[src/rtl/xgriscv_muldiv_pkg.sv]
// Shared widths, funct3 encodings and state codes for the RV32M multiply/divide unit.
package xgriscv_muldiv_pkg;

    localparam int unsigned XLEN  = 32;
    localparam int unsigned CNT_W = 6;
    localparam int unsigned ADD_W = XLEN + 1;

    localparam logic [2:0] MD_OP_MUL    = 3'b000;
    localparam logic [2:0] MD_OP_MULH   = 3'b001;
    localparam logic [2:0] MD_OP_MULHSU = 3'b010;
    localparam logic [2:0] MD_OP_MULHU  = 3'b011;
    localparam logic [2:0] MD_OP_DIV    = 3'b100;
    localparam logic [2:0] MD_OP_DIVU   = 3'b101;
    localparam logic [2:0] MD_OP_REM    = 3'b110;
    localparam logic [2:0] MD_OP_REMU   = 3'b111;

    localparam logic [1:0] MD_ST_IDLE  = 2'd0;
    localparam logic [1:0] MD_ST_CALC  = 2'd1;
    localparam logic [1:0] MD_ST_FIXUP = 2'd2;

    // Magnitude of an operand when it is interpreted as signed.
    function automatic logic [XLEN-1:0] md_abs(input logic [XLEN-1:0] v, input logic sgn);
        return (sgn && v[XLEN-1]) ? -v : v;
    endfunction

endpackage

[src/rtl/xgriscv_muldiv_addsub.sv]
// Shared 33-bit adder/subtractor used by the multiply accumulate and the divide trial subtract.
module xgriscv_muldiv_addsub
    import xgriscv_muldiv_pkg::*;
(
    input  logic [ADD_W-1:0] x,
    input  logic [ADD_W-1:0] y,
    input  logic             sub,
    output logic [ADD_W-1:0] sum,
    output logic             carry
);

    logic [ADD_W:0] full;

    assign full  = {1'b0, x} + {1'b0, (sub ? ~y : y)} + (ADD_W+1)'(sub);
    assign sum   = full[ADD_W-1:0];
    assign carry = full[ADD_W];

endmodule

[src/rtl/xgriscv_muldiv.sv]
// Iterative RV32M multiply/divide unit: 32 shift-add or restoring-divide steps, then a two-cycle sign fixup.
module xgriscv_muldiv
    import xgriscv_muldiv_pkg::*;
(
    input  logic            clk,
    input  logic            rstn,
    input  logic            start,
    input  logic [2:0]      op,
    input  logic [XLEN-1:0] a,
    input  logic [XLEN-1:0] b,
    input  logic            flush,
    output logic            busy,
    output logic            done,
    output logic [XLEN-1:0] result
);

    logic [1:0]        state, state_d;
    logic [2:0]        op_q, op_d;
    logic [XLEN-1:0]   hi, hi_d, lo, lo_d, mcand, mcand_d;
    logic              neg_q, neg_q_d, neg_r, neg_r_d, fix_ph, fix_ph_d;
    logic [CNT_W-1:0]  cnt, cnt_d;
    logic              busy_d, done_d;
    logic [XLEN-1:0]   result_d;

    logic [ADD_W-1:0]  add_x, add_y, add_sum;
    logic              add_carry;
    logic              a_sgn, b_sgn;
    logic [XLEN-1:0]   a_abs, b_abs;
    logic [2*XLEN-1:0] prod_neg;

    // Divide feeds the shifted partial remainder; multiply feeds the high product word.
    assign add_x    = op_q[2] ? {hi, lo[XLEN-1]} : {1'b0, hi};
    assign add_y    = {1'b0, mcand};
    assign prod_neg = -{hi, lo};

    assign a_sgn = (op == MD_OP_MUL) || (op == MD_OP_MULH) || (op == MD_OP_MULHSU) ||
                   (op == MD_OP_DIV) || (op == MD_OP_REM);
    assign b_sgn = (op == MD_OP_MUL) || (op == MD_OP_MULH) ||
                   (op == MD_OP_DIV) || (op == MD_OP_REM);
    assign a_abs = md_abs(a, a_sgn);
    assign b_abs = md_abs(b, b_sgn);

    xgriscv_muldiv_addsub u_addsub (
        .x     (add_x),
        .y     (add_y),
        .sub   (op_q[2]),
        .sum   (add_sum),
        .carry (add_carry)
    );

    always_ff @(posedge clk or negedge rstn) begin
        if (!rstn) begin
            state  <= MD_ST_IDLE;
            op_q   <= 3'b000;
            hi     <= '0;
            lo     <= '0;
            mcand  <= '0;
            neg_q  <= 1'b0;
            neg_r  <= 1'b0;
            fix_ph <= 1'b0;
            cnt    <= '0;
            busy   <= 1'b0;
            done   <= 1'b0;
            result <= '0;
        end else begin
            state  <= state_d;
            op_q   <= op_d;
            hi     <= hi_d;
            lo     <= lo_d;
            mcand  <= mcand_d;
            neg_q  <= neg_q_d;
            neg_r  <= neg_r_d;
            fix_ph <= fix_ph_d;
            cnt    <= cnt_d;
            busy   <= busy_d;
            done   <= done_d;
            result <= result_d;
        end
    end

    always_comb begin
        state_d  = state;
        op_d     = op_q;
        hi_d     = hi;
        lo_d     = lo;
        mcand_d  = mcand;
        neg_q_d  = neg_q;
        neg_r_d  = neg_r;
        fix_ph_d = fix_ph;
        cnt_d    = cnt;
        done_d   = 1'b0;
        result_d = result;

        case (state)
            MD_ST_IDLE: begin
                if (start && !flush) begin
                    op_d     = op;
                    cnt_d    = CNT_W'(0);
                    fix_ph_d = 1'b0;
                    neg_q_d  = (a_sgn & a[XLEN-1]) ^ (b_sgn & b[XLEN-1]);
                    neg_r_d  = a_sgn & a[XLEN-1];
                    hi_d     = '0;
                    mcand_d  = op[2] ? b_abs : a_abs;
                    lo_d     = op[2] ? a_abs : b_abs;
                    state_d  = MD_ST_CALC;
                    // Architectural special cases bypass the iteration with fixed quotient/remainder.
                    if (op[2] && (b == '0)) begin
                        hi_d    = a;
                        lo_d    = '1;
                        neg_q_d = 1'b0;
                        neg_r_d = 1'b0;
                        state_d = MD_ST_FIXUP;
                    end else if (op[2] && !op[0] && (a == {1'b1, (XLEN-1)'(0)}) && (b == '1)) begin
                        hi_d    = '0;
                        lo_d    = {1'b1, (XLEN-1)'(0)};
                        neg_q_d = 1'b0;
                        neg_r_d = 1'b0;
                        state_d = MD_ST_FIXUP;
                    end
                end
            end
            MD_ST_CALC: begin
                cnt_d = cnt + CNT_W'(1);
                if (op_q[2]) begin
                    if (add_carry) begin
                        hi_d = add_sum[XLEN-1:0];
                        lo_d = {lo[XLEN-2:0], 1'b1};
                    end else begin
                        hi_d = {hi[XLEN-2:0], lo[XLEN-1]};
                        lo_d = {lo[XLEN-2:0], 1'b0};
                    end
                end else if (lo[0]) begin
                    {hi_d, lo_d} = {add_sum, lo[XLEN-1:1]};
                end else begin
                    {hi_d, lo_d} = {1'b0, hi, lo[XLEN-1:1]};
                end
                if (cnt == CNT_W'(XLEN-1)) begin
                    state_d  = MD_ST_FIXUP;
                    fix_ph_d = 1'b0;
                end
            end
            MD_ST_FIXUP: begin
                if (!fix_ph) begin
                    fix_ph_d = 1'b1;
                    if (!op_q[2]) begin
                        if (neg_q) {hi_d, lo_d} = prod_neg;
                    end else begin
                        if (neg_q) lo_d = -lo;
                        if (neg_r) hi_d = -hi;
                    end
                end else begin
                    fix_ph_d = 1'b0;
                    done_d   = 1'b1;
                    state_d  = MD_ST_IDLE;
                    result_d = ((op_q == MD_OP_MUL) || (op_q[2:1] == 2'b10)) ? lo : hi;
                end
            end
            default: state_d = MD_ST_IDLE;
        endcase

        // Squash wins over everything; the held result stays untouched.
        if (flush) begin
            state_d  = MD_ST_IDLE;
            fix_ph_d = 1'b0;
            done_d   = 1'b0;
            result_d = result;
        end

        busy_d = (state_d != MD_ST_IDLE);
    end

endmodule

[config.mk]
export PLATFORM = sky130hd
export DESIGN_NAME = xgriscv_muldiv
export DESIGN_NICKNAME = d
export VERILOG_FILES = /design/src/rtl/xgriscv_muldiv_pkg.sv /design/src/rtl/xgriscv_muldiv_addsub.sv /design/src/rtl/xgriscv_muldiv.sv
export SDC_FILE = /design/constraint.sdc
export NUM_CORES = 1
export LEC_CHECK = 0
export ABC_AREA = 1
export CELL_PAD_IN_SITES_DETAIL_PLACEMENT = 1
export CELL_PAD_IN_SITES_GLOBAL_PLACEMENT = 1
export CORE_MARGIN = 4
export CORE_UTILIZATION = 38
export DETAILED_ROUTE_END_ITERATION = 10
export PLACE_DENSITY = 0.76
export SLEW_MARGIN = 20
export SYNTH_ARGS = -nofsm -noshare
export SYNTH_HDL_FRONTEND = slang
export SYNTH_SLANG_ARGS = --single-unit
[constraint.sdc]
create_clock -name clk -period 2.96 [get_ports clk]
set_clock_uncertainty 0.15 [all_clocks]
set_input_delay 0.74 -clock clk [delete_from_list [all_inputs] [get_ports clk]]
set_output_delay 0.74 -clock clk [all_outputs]
set_load 0.005 [all_outputs]
==> results.tsv <==
metric	value	unit
Worst Hold Slack	0.0378	ns
GR peak layer	met2	
met2 Resource Use GR	0.658	
RSZ-0062 raised after global routing	true	
final worst setup slack	-0.660	ns
Inserted Clock Buffers	17	
num rows	75	
headroom to the max-slew limit	0.500	
Worst setup SP type	register	
crit-path max cell delay	0.56	ns
Max Clk Rate	0.276	GHz
cell family with most CP delay	simple AND/OR/NAND/NOR gates	
fin crit share	1.22	
area grow syn2layout	53.4	%
Yosys reg bits	144	
Worst VDD drop	0.351	mV
Die X	215	um
met3 Use GR	0.0839	
clock share of power	0.155	
I/O Buffers	104	
sequential area share after synthesis	0.221	
YS warnings	0	
remaining antenna violation count	0	
slowest cell on the critical path	dfrtp_4	
failing checks	setup timing	
Critical Path Sink Type	register	
sequential share of power	0.185	
worst hold path type	in2async	
sw power	7260	uW
Starting Density	0.386	
Setup TNS	-12.72	ns
Total Power	14300	uW
worst path bufs/invs	4	
PD cells	573	nW/um2
maxcap violations	0	
wire per inst	26.6	um
1st-iter DRT viols	2637	
io pins	105	
critical-path maximum fanout	8	
clk sinks	144	
share of cells above drive strength 1	0.296	
Sw Share	0.508	
P_leak	0.0120	uW
Netlist cell types	54	
Finished Cell Area	25000	um2
Crit. path cell count	18	
GR Util All Layers	0.408	
Period minus WS final	3.62	ns
GR Util met1	0.503	
Slew Viols, Final	0	
hold_buf cts	0	
Remaining Overflow, GRT	0	
via count	24100	
Syn Inst Count	2800	
CTS tree	done	
async set-reset flop share out of synthesis	1.00	
pre-CTS setup slack	-0.987	ns
routability cong.	1.02	
die area	46200	um2
post-synthesis cell area	16300	um2
Nets	3525	
residual DRC count	0	
htree depth	4	
TritonRoute pass-1 iters	6	
endpoints failing setup	33	
initial antenna violation count	1	
combinational power share	0.660	
Post-DP Area	21800	um2
first-pass GRT wire length	146000	um
Critical Path, Cell by Cell	buf_12 > buf_16 > xor2_2 > ha_4 > nand2_2 > nor2_4 > buf_4 > nand2_4 > a21oi_4 > nor2_4 > nand2_8 > nor2_8 > buf_12 > nand2_2 > o211ai_1 > nand2_1 > nand2_1 > nand2_1	
Synth Flop Type	dfrtp_1	
Worst Path Arrival	3.85	ns
CTS Buffer Depth	2	
core box area	42100	um2
Syn Area/Cell	5.81	um2
placed wire-length estimate	75300	um
Worst EP required	3.19	ns
Clock transition at path regs	0.07	ns
final WL	105000	um
Die Y	215	um
Root Driver	clkbuf_16	
clock latency on the worst-skew pair	0.49	ns
vias in the first global route	24000	
Worst Tran Pin Value	0.750	ns
Syn Nets	2914	
via density per instance	6.08	
worst reg2reg path depth	18	
largest net degree at the start of global routing	66	
Int Pwr	7040	uW
cell occurring most often along the worst timing path	nand2_1	
WS Path Type	reg2reg	
Post-synth EDFFs	0	
status	finished with violations	
Final Hold Vio Count	0	
-- final cells by class --
type | instances | area [um2]
Tap cell | 539 | 674
Clock buffer | 18 | 439
Multi-Input combinational cell | 2238 | 13000
Sequential cell | 144 | 3610
Inverter | 290 | 1110
Fill cell | 5590 | 17200
Clock inverter | 14 | 125
Antenna cell | 1 | 2.50
Timing Repair Buffer | 720 | 6020
-- cells in the final DEF, fill, tap and decap left out, types with 26 or more instances in the layout --
master / Yosys / routed
clkdlybuf4s50_1: 0 / 101
a21oi_2: 3 / 33
inv_1: 272 / 258
nand3_1: 234 / 210
a21oi_1: 197 / 160
nor2_1: 300 / 269
nand4_1: 44 / 44
buf_4: 5 / 576
a31oi_1: 47 / 47
nand2_2: 7 / 71
inv_2: 16 / 26
xor2_1: 109 / 74
ha_4: 0 / 29
nand2_1: 894 / 805
o21ai_0: 171 / 126
dfrtp_1: 144 / 143
o21ai_1: 15 / 38
-- power groups by stage --
stage	Sequential [uW]	Clock, uW	Combinational, uW
6_report	2650	2220	9430
5_1_grt	2670	2310	9840
4_1_cts	2600	2210	7970
3_5_place_dp	2610	0	6920
3_3_place_gp	2590	0	6720
2_1_floorplan	2470	0	3540
-- Yosys cell counts (7+ instances only) --
cell	n	share of area
nor2_2	12	0.0046
or2_2	8	0.0031
xnor2_1	8	0.0043
o21ai_0	171	0.053
inv_2	16	0.0037
nand3b_1	11	0.0051
nor3_1	30	0.0092
buf_1	14	0.0032
o221ai_1	11	0.0059
nand2_2	7	0.0027
nand2_1	894	0.21
nor2_1	300	0.069
o22ai_1	7	0.0027
o21ai_1	15	0.0046
nand4_1	44	0.017
xor2_1	109	0.059
clkbuf_1	79	0.018
o211ai_1	25	0.012
nor4_1	12	0.0046
nand3_1	234	0.072
inv_1	272	0.063
buf_2	27	0.0083
dfrtp_1	144	0.22
a21oi_1	197	0.061
a31oi_1	47	0.018
ha_1	42	0.032
-- timing repair --
action	CTS	global route
endpoints found under the setup margin	40	62
buffers inserted	28	30
cloned	4	0
pin swaps	75	93
gates resized for setup	242	222
-- worst paths after layout --
path                               from         to  slack [ns]
max in group asynchronous          rstn  result[2]        1.93
min in group clk                  neg_r      neg_r        0.36
worst min register to register    neg_r      neg_r        0.36
worst max register to register  op_q[2]      hi[5]       -0.66
worst max-delay path            op_q[2]      hi[5]       -0.66
worst min-delay path               rstn     hi[30]        0.04
-- per-stage QoR --
step,util,instances
finish,0.592,3964
global route,0.592,3963
CTS,0.564,3935
detailed placement,0.518,3876
global placement,0.518,3876
floorplan,-,2800
-- cells by family after synthesis --
group,count (synthesis),share of synthesized area
flip-flops,144,0.221
adder cells (fa/ha/maj),43,0.0335
buffers and inverters,418,0.101
AO/OA/AOI/OAI,503,0.171
AND/OR/NAND/NOR,1575,0.410
XOR/XNOR,117,0.0630
-- layer usage --
layer | wire, um | up-vias
met3 | 9480 | 512
met2 | 47000 | 1492
met5 | 0 | -
met1 | 39600 | 11800
met4 | 9280 | 0
li1 | - | 10300
-- sequential cells by signal, summed over array words and instances, names as in the netlist --
name	count
cnt	6
lo	32
op_q	3
mcand	32
neg_q	1
done	1
result	32
neg_r	1
state	2
fix_ph	1
hi	32
busy	1
Power figures use the tool's default switching activity.
